File: src/rtl/bexkat1_pkg.sv
// Shared definitions for the bexkat1 fetch and decode path.
package bexkat1_pkg;
  localparam logic [63:0] NOP_IR           = 64'h0;
  localparam int          LONG_BIT_DEFAULT = 0;
endpackage

File: src/rtl/ifq_fifo.sv
// Prefetch word queue: circular buffer with an occupancy count, up to two pops
// per cycle, and combinational peek of the two head entries.
module ifq_fifo #(
  parameter int DEPTH = 4
) (
  input  logic                      clk_i,
  input  logic                      rst_i,
  input  logic                      flush_i,
  input  logic                      push_i,
  input  logic [31:0]               push_data_i,
  input  logic                      pop1_i,
  input  logic                      pop2_i,
  output logic [31:0]               h0_o,
  output logic [31:0]               h1_o,
  output logic [$clog2(DEPTH):0]    count_o
);
  localparam int PW = $clog2(DEPTH);
  localparam int CW = PW + 1;

  logic [31:0]   mem_q [DEPTH];
  logic [31:0]   mem_d [DEPTH];
  logic [PW-1:0] rd_ptr_q, rd_ptr_d;
  logic [PW-1:0] wr_ptr_q, wr_ptr_d;
  logic [PW-1:0] rd_nxt;
  logic [CW-1:0] count_q, count_d;
  logic [CW-1:0] pop_n;

  always_comb begin
    mem_d    = mem_q;
    rd_ptr_d = rd_ptr_q;
    wr_ptr_d = wr_ptr_q;
    count_d  = count_q;
    pop_n    = pop2_i ? CW'(2) : (pop1_i ? CW'(1) : '0);
    rd_nxt   = rd_ptr_q + PW'(1);
    if (flush_i) begin
      rd_ptr_d = '0;
      wr_ptr_d = '0;
      count_d  = '0;
    end else begin
      if (push_i) begin
        mem_d[wr_ptr_q] = push_data_i;
        wr_ptr_d        = wr_ptr_q + PW'(1);
      end
      // Pointer width equals log2(DEPTH), so the truncating add wraps modulo DEPTH.
      rd_ptr_d = rd_ptr_q + PW'(pop_n);
      count_d  = count_q + CW'(push_i) - pop_n;
    end
  end

  always_ff @(posedge clk_i) begin
    if (rst_i) begin
      rd_ptr_q <= '0;
      wr_ptr_q <= '0;
      count_q  <= '0;
    end else begin
      rd_ptr_q <= rd_ptr_d;
      wr_ptr_q <= wr_ptr_d;
      count_q  <= count_d;
    end
  end

  always_ff @(posedge clk_i) begin
    mem_q <= mem_d;
  end

  assign h0_o    = mem_q[rd_ptr_q];
  assign h1_o    = mem_q[rd_nxt];
  assign count_o = count_q;
endmodule

File: src/rtl/ifetch_queue.sv
// Instruction fetch stage: prefetches words over a classic bus into a small
// queue and assembles one- or two-word instructions for decode.
module ifetch_queue
  import bexkat1_pkg::*;
#(
  parameter logic [31:0] RESET_PC = 32'h0,
  parameter int          DEPTH    = 4,
  parameter int          LONG_BIT = LONG_BIT_DEFAULT
) (
  input  logic        clk_i,
  input  logic        rst_i,
  input  logic        stall_i,
  input  logic        pc_set_i,
  input  logic [31:0] pc_in,
  output logic        bus_cyc,
  output logic [31:0] bus_adr,
  input  logic        bus_ack,
  input  logic [31:0] bus_in,
  output logic [63:0] ir,
  output logic [31:0] pc,
  output logic        valid
);
  localparam int CW = $clog2(DEPTH) + 1;

  logic [31:0]   fetch_adr_q, fetch_adr_d;
  logic [31:0]   head_pc_q, head_pc_d;
  logic [31:0]   pc_q, pc_d;
  logic [63:0]   ir_q, ir_d;
  logic          valid_q, valid_d;
  logic [31:0]   h0, h1;
  logic [CW-1:0] count;
  logic          push, pop1, pop2, is_long, complete;

  ifq_fifo #(.DEPTH(DEPTH)) u_fifo (
    .clk_i       (clk_i),
    .rst_i       (rst_i),
    .flush_i     (pc_set_i),
    .push_i      (push),
    .push_data_i (bus_in),
    .pop1_i      (pop1),
    .pop2_i      (pop2),
    .h0_o        (h0),
    .h1_o        (h1),
    .count_o     (count)
  );

  always_comb begin
    // Holding cyc low while full keeps a push from ever landing on a full queue.
    bus_cyc     = !rst_i && !pc_set_i && (count < CW'(DEPTH));
    push        = bus_cyc && bus_ack;
    is_long     = h0[LONG_BIT];
    complete    = is_long ? (count >= CW'(2)) : (count != '0);
    pop1        = 1'b0;
    pop2        = 1'b0;
    fetch_adr_d = push ? fetch_adr_q + 32'd4 : fetch_adr_q;
    head_pc_d   = head_pc_q;
    ir_d        = ir_q;
    pc_d        = pc_q;
    valid_d     = valid_q;
    if (pc_set_i) begin
      fetch_adr_d = pc_in;
      head_pc_d   = pc_in;
      ir_d        = NOP_IR;
      valid_d     = 1'b0;
    end else if (!stall_i) begin
      if (complete) begin
        pop1      = !is_long;
        pop2      = is_long;
        ir_d      = {h0, (is_long ? h1 : 32'h0)};
        pc_d      = head_pc_q;
        valid_d   = 1'b1;
        head_pc_d = head_pc_q + (is_long ? 32'd8 : 32'd4);
      end else begin
        ir_d    = NOP_IR;
        valid_d = 1'b0;
      end
    end
  end

  always_ff @(posedge clk_i) begin
    if (rst_i) begin
      fetch_adr_q <= RESET_PC;
      head_pc_q   <= RESET_PC;
      ir_q        <= NOP_IR;
      pc_q        <= 32'h0;
      valid_q     <= 1'b0;
    end else begin
      fetch_adr_q <= fetch_adr_d;
      head_pc_q   <= head_pc_d;
      ir_q        <= ir_d;
      pc_q        <= pc_d;
      valid_q     <= valid_d;
    end
  end

  assign bus_adr = fetch_adr_q;
  assign ir      = ir_q;
  assign pc      = pc_q;
  assign valid   = valid_q;
endmodule

File: config.mk
export PLATFORM = sky130hd
export DESIGN_NAME = ifetch_queue
export DESIGN_NICKNAME = d
export VERILOG_FILES = /design/src/rtl/bexkat1_pkg.sv /design/src/rtl/ifq_fifo.sv /design/src/rtl/ifetch_queue.sv
export SDC_FILE = /design/constraint.sdc
export NUM_CORES = 1
export LEC_CHECK = 0
export BUFFER_PORTS_ARGS = -buffer_cell sky130_fd_sc_hd__buf_2
export CORE_AREA = 2 2 195 197
export DETAILED_ROUTE_END_ITERATION = 10
export DIE_AREA = 0 0 197 199
export SLEW_MARGIN = 20
export SYNTH_ARGS = -nofsm -noshare
export SYNTH_HDL_FRONTEND = slang
export SYNTH_SLANG_ARGS = --single-unit
File: constraint.sdc
create_clock -name clk_i -period 4.2 [get_ports clk_i]
set_input_delay 0.63 -clock clk_i [delete_from_list [all_inputs] [get_ports clk_i]]
set_output_delay 0.63 -clock clk_i [all_outputs]
set_load 0.02 [all_outputs]
# == After elaboration in Yosys (flattened, before gate mapping) ==
# Index checks and enable logic that the tools add are counted.
# word_totals
regBits,296
inputBits,69
output_inout_bits,130
elab_cells,72
# op_classes
addsub,7
n_lt_le_gt_ge,6
n_eq_ne,1
muxes,27
bitwise_logic,5
reduce_logical,14
# op_table
operator,count
$mux W32,11
$bmux W32 S2,2
$bwmux W128,1
$demux W32 S2,1
$mux W64,1
$add A32 B3 Y32 const B,1
$add A32 B4 Y32,1
$ge A3 B3 Y1 const B,3
$mux W1,9
$not A2 Y3,3
$add A2 B1 Y2 const B,2
$logic_and A1 B1 Y1,4
$mux W4,1
$reduce_and A2 Y1,2
$reduce_bool A2 Y1,2
$add A3 B1 Y3,1
$ge A3 B2 Y1 const B,1
$logic_not A1 Y1,3
$lt A3 B1 Y1 const B,1
$lt A3 B3 Y1 const B,1
$mux W3,1
$reduce_and A3 Y1,1
$reduce_bool A3 Y1,1
$sub A3 B3 Y3,1
4 further kinds,5

# == Depth between registers and ports, before layout ==
# logic_depth
depth_word,11
depth_mapped,11
depth_no_buf,9

# == By module ==
# Synthesis repeated with hierarchy kept, for this count alone.
# unflattened
cells_unflattened,1038
area_unflattened_um2,12553.3
# modules_own_cells
mod,n_inst,cells_each,area_per_inst_um2,seq_area_each_um2
ifetch_queue,1,788,6754.0,3223.1
ifq_fifo,1,250,5799.3,3983.8

# == Least setup slack after synthesis ==
# Ideal clock, no wire load.
# synth_timing
kind,reg2reg
start,reg u_fifo.rd_ptr_q[0]
end,reg head_pc_q[28]
setup_time_ns,0.120
arrival_ns,2.853
required_ns,4.080
slack_ns,1.228
path_stages_with_launch,11
n_path_buf,1
synth_period_minus_slack_ns,2.972
path_cell_list,dfxtp_1 > clkbuf_1 > mux4_2 > inv_1 > ha_1 > inv_1 > fa_1 > nand2b_1 > a211oi_1 > a31oi_1 > o31a_1
# synth_between
elab_chain_cells,9
elab_cells_between_ends,12
classes_between,1 x add/sub; 8 x mux; 1 x bitwise; 2 x reduce/logical
# synth_lines
item,line_no,rtl
"start, declared",ifq_fifo.sv:22,"logic [PW-1:0] rd_ptr_q, rd_ptr_d;"
"start signal, assigned",ifq_fifo.sv:56,rd_ptr_q <= rd_ptr_d;
$not A2 Y3 (implied by the code) *,ifq_fifo.sv:66,assign h0_o = mem_q[rd_ptr_q];
$bmux W32 S2 *,ifq_fifo.sv:66,
$mux W32 (implied by the code) * (2 in a row),ifq_fifo.sv:66,
$mux W4,ifetch_queue.sv:72,head_pc_d = head_pc_q + (is_long ? 32'd8 : 32'd4);
$add A32 B4 Y32,ifetch_queue.sv:72,
$mux W32,ifetch_queue.sv:66,if (complete) begin
$mux W32,ifetch_queue.sv:65,end else if (!stall_i) begin
$mux W32,ifetch_queue.sv:60,if (pc_set_i) begin
"end signal, assigned",ifetch_queue.sv:89,head_pc_q <= head_pc_d;
"end, declared",ifetch_queue.sv:26,"logic [31:0] head_pc_q, head_pc_d;"
# Mark *: on every way between the ends. The rest lies on a longest branch, timed or not. The select of a mux whose other input is x is not followed.
# A chain may end at the register's enable or synchronous reset.

# == Worst setup path after layout ==
# layout_timing
start,reg u_fifo.mem_q[96] (netlist name)
end,reg head_pc_q[28]
# layout_between
elab_chain_cells,8
elab_cells_between_ends,11
classes_between,1 x add/sub; 8 x mux; 2 x reduce/logical
# layout_lines
item,line_no,rtl
"start, declared",ifq_fifo.sv:20,logic [31:0] mem_q [DEPTH];
"start signal, assigned",ifq_fifo.sv:63,mem_q <= mem_d;
$bmux W32 S2 *,ifq_fifo.sv:66,
$mux W32 (implied by the code) * (2 in a row),ifq_fifo.sv:66,
$mux W4,ifetch_queue.sv:72,
$add A32 B4 Y32,ifetch_queue.sv:72,
$mux W32,ifetch_queue.sv:66,
$mux W32,ifetch_queue.sv:65,
$mux W32,ifetch_queue.sv:60,
# Marked as above.

==> results.py <==
metrics = {
    "critical_path": {
        "r2r_slack_ps": 930,
        "crit_type": "reg -> reg",
        "start_kind": "flip-flop",
        "crit_fanout": 7,
        "required_ps": 4610,
        "cp_data_arrival_time_ps": 3680,
        "ff2ff_path_depth": 9,
        "end_kind": "flip-flop",
    },
    "grt": {
        "grt_overflow": 0,
        "grt_use_met2_pct": 30.4,
        "grt_use_total_pct": 17.6,
        "use_met3_pct": 3.85,
        "antenna_found_initial": 5,
        "met1_usage_pct": 22.3,
        "top_usage_layer": "met2",
        "grt_pass1_wl_um": 52900,
        "grt_pass1_vias": 8951,
        "grt_max_degree": 74,
    },
    "logic_synthesis": {
        "netlist_instances": 1025,
        "synth-compound-area-share_pct": 11.6,
        "ys_ff_latch": 296,
        "synth_flop_cell": "dfxtp_1",
        "synth_xor_area_share_pct": 3.14,
        "muxShareOfSynthArea_pct": 14.0,
        "yosysWarningCount": 0,
        "yosys.area_share.simple_pct": 10.4,
        "netlist_area_sq_mm": 0.0128,
        "synth_edf_count": 128,
        "ys_types": 60,
        "synthAdderAreaFrac_pct": 1.19,
        "syn-num-nets": 1105,
        "synth_top_family_by_area": "multiplexers",
        "synthArstFlopShare_pct": 0,
        "syn_avg_cell_area_sq_um": 12.5,
        "ys_seq_area_share_pct": 56.2,
    },
    "cells_and_area": {
        "layout_common_cells": "198 x buf_2, 166 x dfxtp_1, 128 x edfxtp_1, 117 x nor2_1, 63 x mux4_2",
        "layout-drive-gt1-share_pct": 30.6,
        "nets": 1290,
        "syn_to_final_growth_pct": 21.1,
        "final_common_cell": "buf_2",
        "fin_area_sq_mm": 0.0155,
    },
    "sta": {
        "rsz0062_at_grt": "false",
        "post-route-period-util_pct": 77.9,
        "hold_viol": 0,
        "worst_hold_slack_ps": 310,
        "worst_pin_slew_ps": 1070,
        "period_minus_slack_ps": 3270,
        "fin_ws_ps": 928,
        "relSlewSlack_pct": 28.3,
        "clock.fmax_mhz": 306,
        "drv_slew": 0,
        "setup_viol": 0,
        "final.setup_skew_ps": 14.5,
        "fin_setup_tns_ps": 0,
    },
    "pwr": {
        "p_int_w": 0.00505,
        "swShare_pct": 22.9,
        "power_density_mw_per_mm2": 423,
        "pwr-share-comb_pct": 4.8,
        "peakVddDrop_mv": 0.340,
        "power_frac_seq_pct": 47.7,
        "power_frac_clock_pct": 47.5,
        "p_switching_w": 0.00150,
        "p_leak_nw": 5.56,
    },
    "place": {
        "dp_hpwl_um": 23100,
        "placed_area_sq_mm": 0.0143,
        "gp_congestion": 0.782,
        "pre_cts_ws_ps": 845,
        "place.port_buffers": 198,
    },
    "clocking": {
        "cts_buffers": 35,
        "clkTransAtPathRegs_ps": 60,
        "cts.sinks": 296,
        "ctsResizeCount": 0,
        "cts_hold_buf": 0,
        "tritoncts": "yes",
        "postCtsSetupBuffers": 0,
        "htree_levels": 2,
        "cts_buffer_depth": 3,
        "cts_root_buf": "clkbuf_16",
        "worstSkewPairLatency_ps": 530,
    },
    "routing": {
        "wl_per_cell_um": 20.2,
        "initialDrtViolationCount": 537,
        "via_count": 9137,
        "ant_nets": 0,
        "remaining_drc_errors": 0,
        "finalWirelength_um": 34500,
        "viasPerCell": 5.33,
        "dr.pass1.iters": 4,
    },
    "floorplanning": {
        "io_pins": 199,
        "core_region_area_sq_mm": 0.0371,
        "start_util_pct": 34.5,
        "fp.dieW_um": 197,
        "die_area_sq_mm": 0.0392,
        "dieHeight_um": 199,
        "rows": 71,
    },
    "hold_path": {
        "hold_depth": 1,
        "min_path_type": "in -> reg",
    },
    "run": {
        "cap_violations": 0,
    },
    "status": {
        "status": "complete, no violations",
    },
}
-- worst paths after layout --
check,end,start
worst max-delay path,head_pc_q[28],u_fifo.mem_q[96]
worst min-delay path,u_fifo.mem_q[79],bus_in[15]
worst max register to register,head_pc_q[28],u_fifo.mem_q[96]
worst min register to register,bus_adr[0],bus_adr[0]
-- cell families (layout without fill, tap and decap cells) --
group,after synthesis,count (layout)
xor gates and xnor gates,46,46
other,0,2
and+or+nand+nor,273,273
DFF,296,296
muxes,100,100
AOI/OAI and AO/OA,194,194
adders and majority gates,11,11
buffers and inverters,105,317
-- cell type report --
cell class	instances	area (sq um)
clock inverter	18	204
sequential	296	7210
multi-input combinational	624	5220
inverter	32	120
timing repair buffer	221	1160
tap	474	593
antenna	2	5.00
fill	3567	21600
clock buffer	46	997
-- registers in the layout (all words and copies together) (netlist names) --
name,cells
u_fifo.mem_q,128
ir,64
bus_adr,32
head_pc_q,32
pc,32
u_fifo.count_o,3
u_fifo.rd_ptr_q,2
u_fifo.wr_ptr_q,2
valid,1
-- per-stage QoR --
| step | utilization (%) | power (W) | std cells |
|---|---|---|---|
| 4_1_cts | 41.8 | 0.00664 | 1711 |
| 5_1_grt | 41.8 | 0.00678 | 1711 |
| 3_5_place_dp | 38.5 | 0.00351 | 1647 |
| 2_1_floorplan | - | 0.00335 | 1025 |
| 6_report | 41.8 | 0.00656 | 1713 |
| 3_3_place_gp | 38.5 | 0.00350 | 1647 |
-- per-layer routing --
layer  routed length (um)  up-vias
li1                     -     4254
met3                 2140       51
met2                17000      254
met4                  714        6
met5                   38        -
met1                14700     4572
-- cells in the mapped netlist, types with 7 or more instances --
cell | count | area (sq um)
buf_2 | 13 | 65.1
inv_1 | 32 | 120
and3_1 | 11 | 68.8
xnor2_1 | 29 | 254
nand4_1 | 21 | 131
a211oi_1 | 14 | 105
dfxtp_1 | 168 | 3360
mux4_2 | 63 | 1420
nor3_1 | 10 | 50.1
a31oi_1 | 7 | 43.8
a21oi_1 | 39 | 195
and4_1 | 11 | 96.3
nor2_1 | 118 | 443
xor2_1 | 17 | 149
mux2i_1 | 34 | 340
ha_1 | 9 | 113
clkbuf_1 | 53 | 199
nand3_1 | 24 | 120
a2111oi_2 | 11 | 165
edfxtp_1 | 128 | 3840
a21boi_1 | 10 | 75.1
a22oi_1 | 62 | 465
nand2_1 | 46 | 173
a21boi_0 | 17 | 128
-- critical path, cell delays in order (launching register included) --
cell,delay (ps)
edfxtp_1,430
mux4_2,530
inv_1,200
ha_1,200
inv_1,60
fa_1,440
nand2b_1,360
a211oi_1,510
a31oi_1,150
o31a_1,260
-- power groups by stage --
stage | logic (W) | registers (W) | clock network, W
global route | 0.000348 | 0.00313 | 0.00330
CTS | 0.000321 | 0.00312 | 0.00319
detailed placement | 0.000319 | 0.00319 | 0
finish | 0.000316 | 0.00313 | 0.00312
global placement | 0.000314 | 0.00318 | 0
floorplan | 0.000162 | 0.00319 | 0
Power figures use the tool's default switching activity.
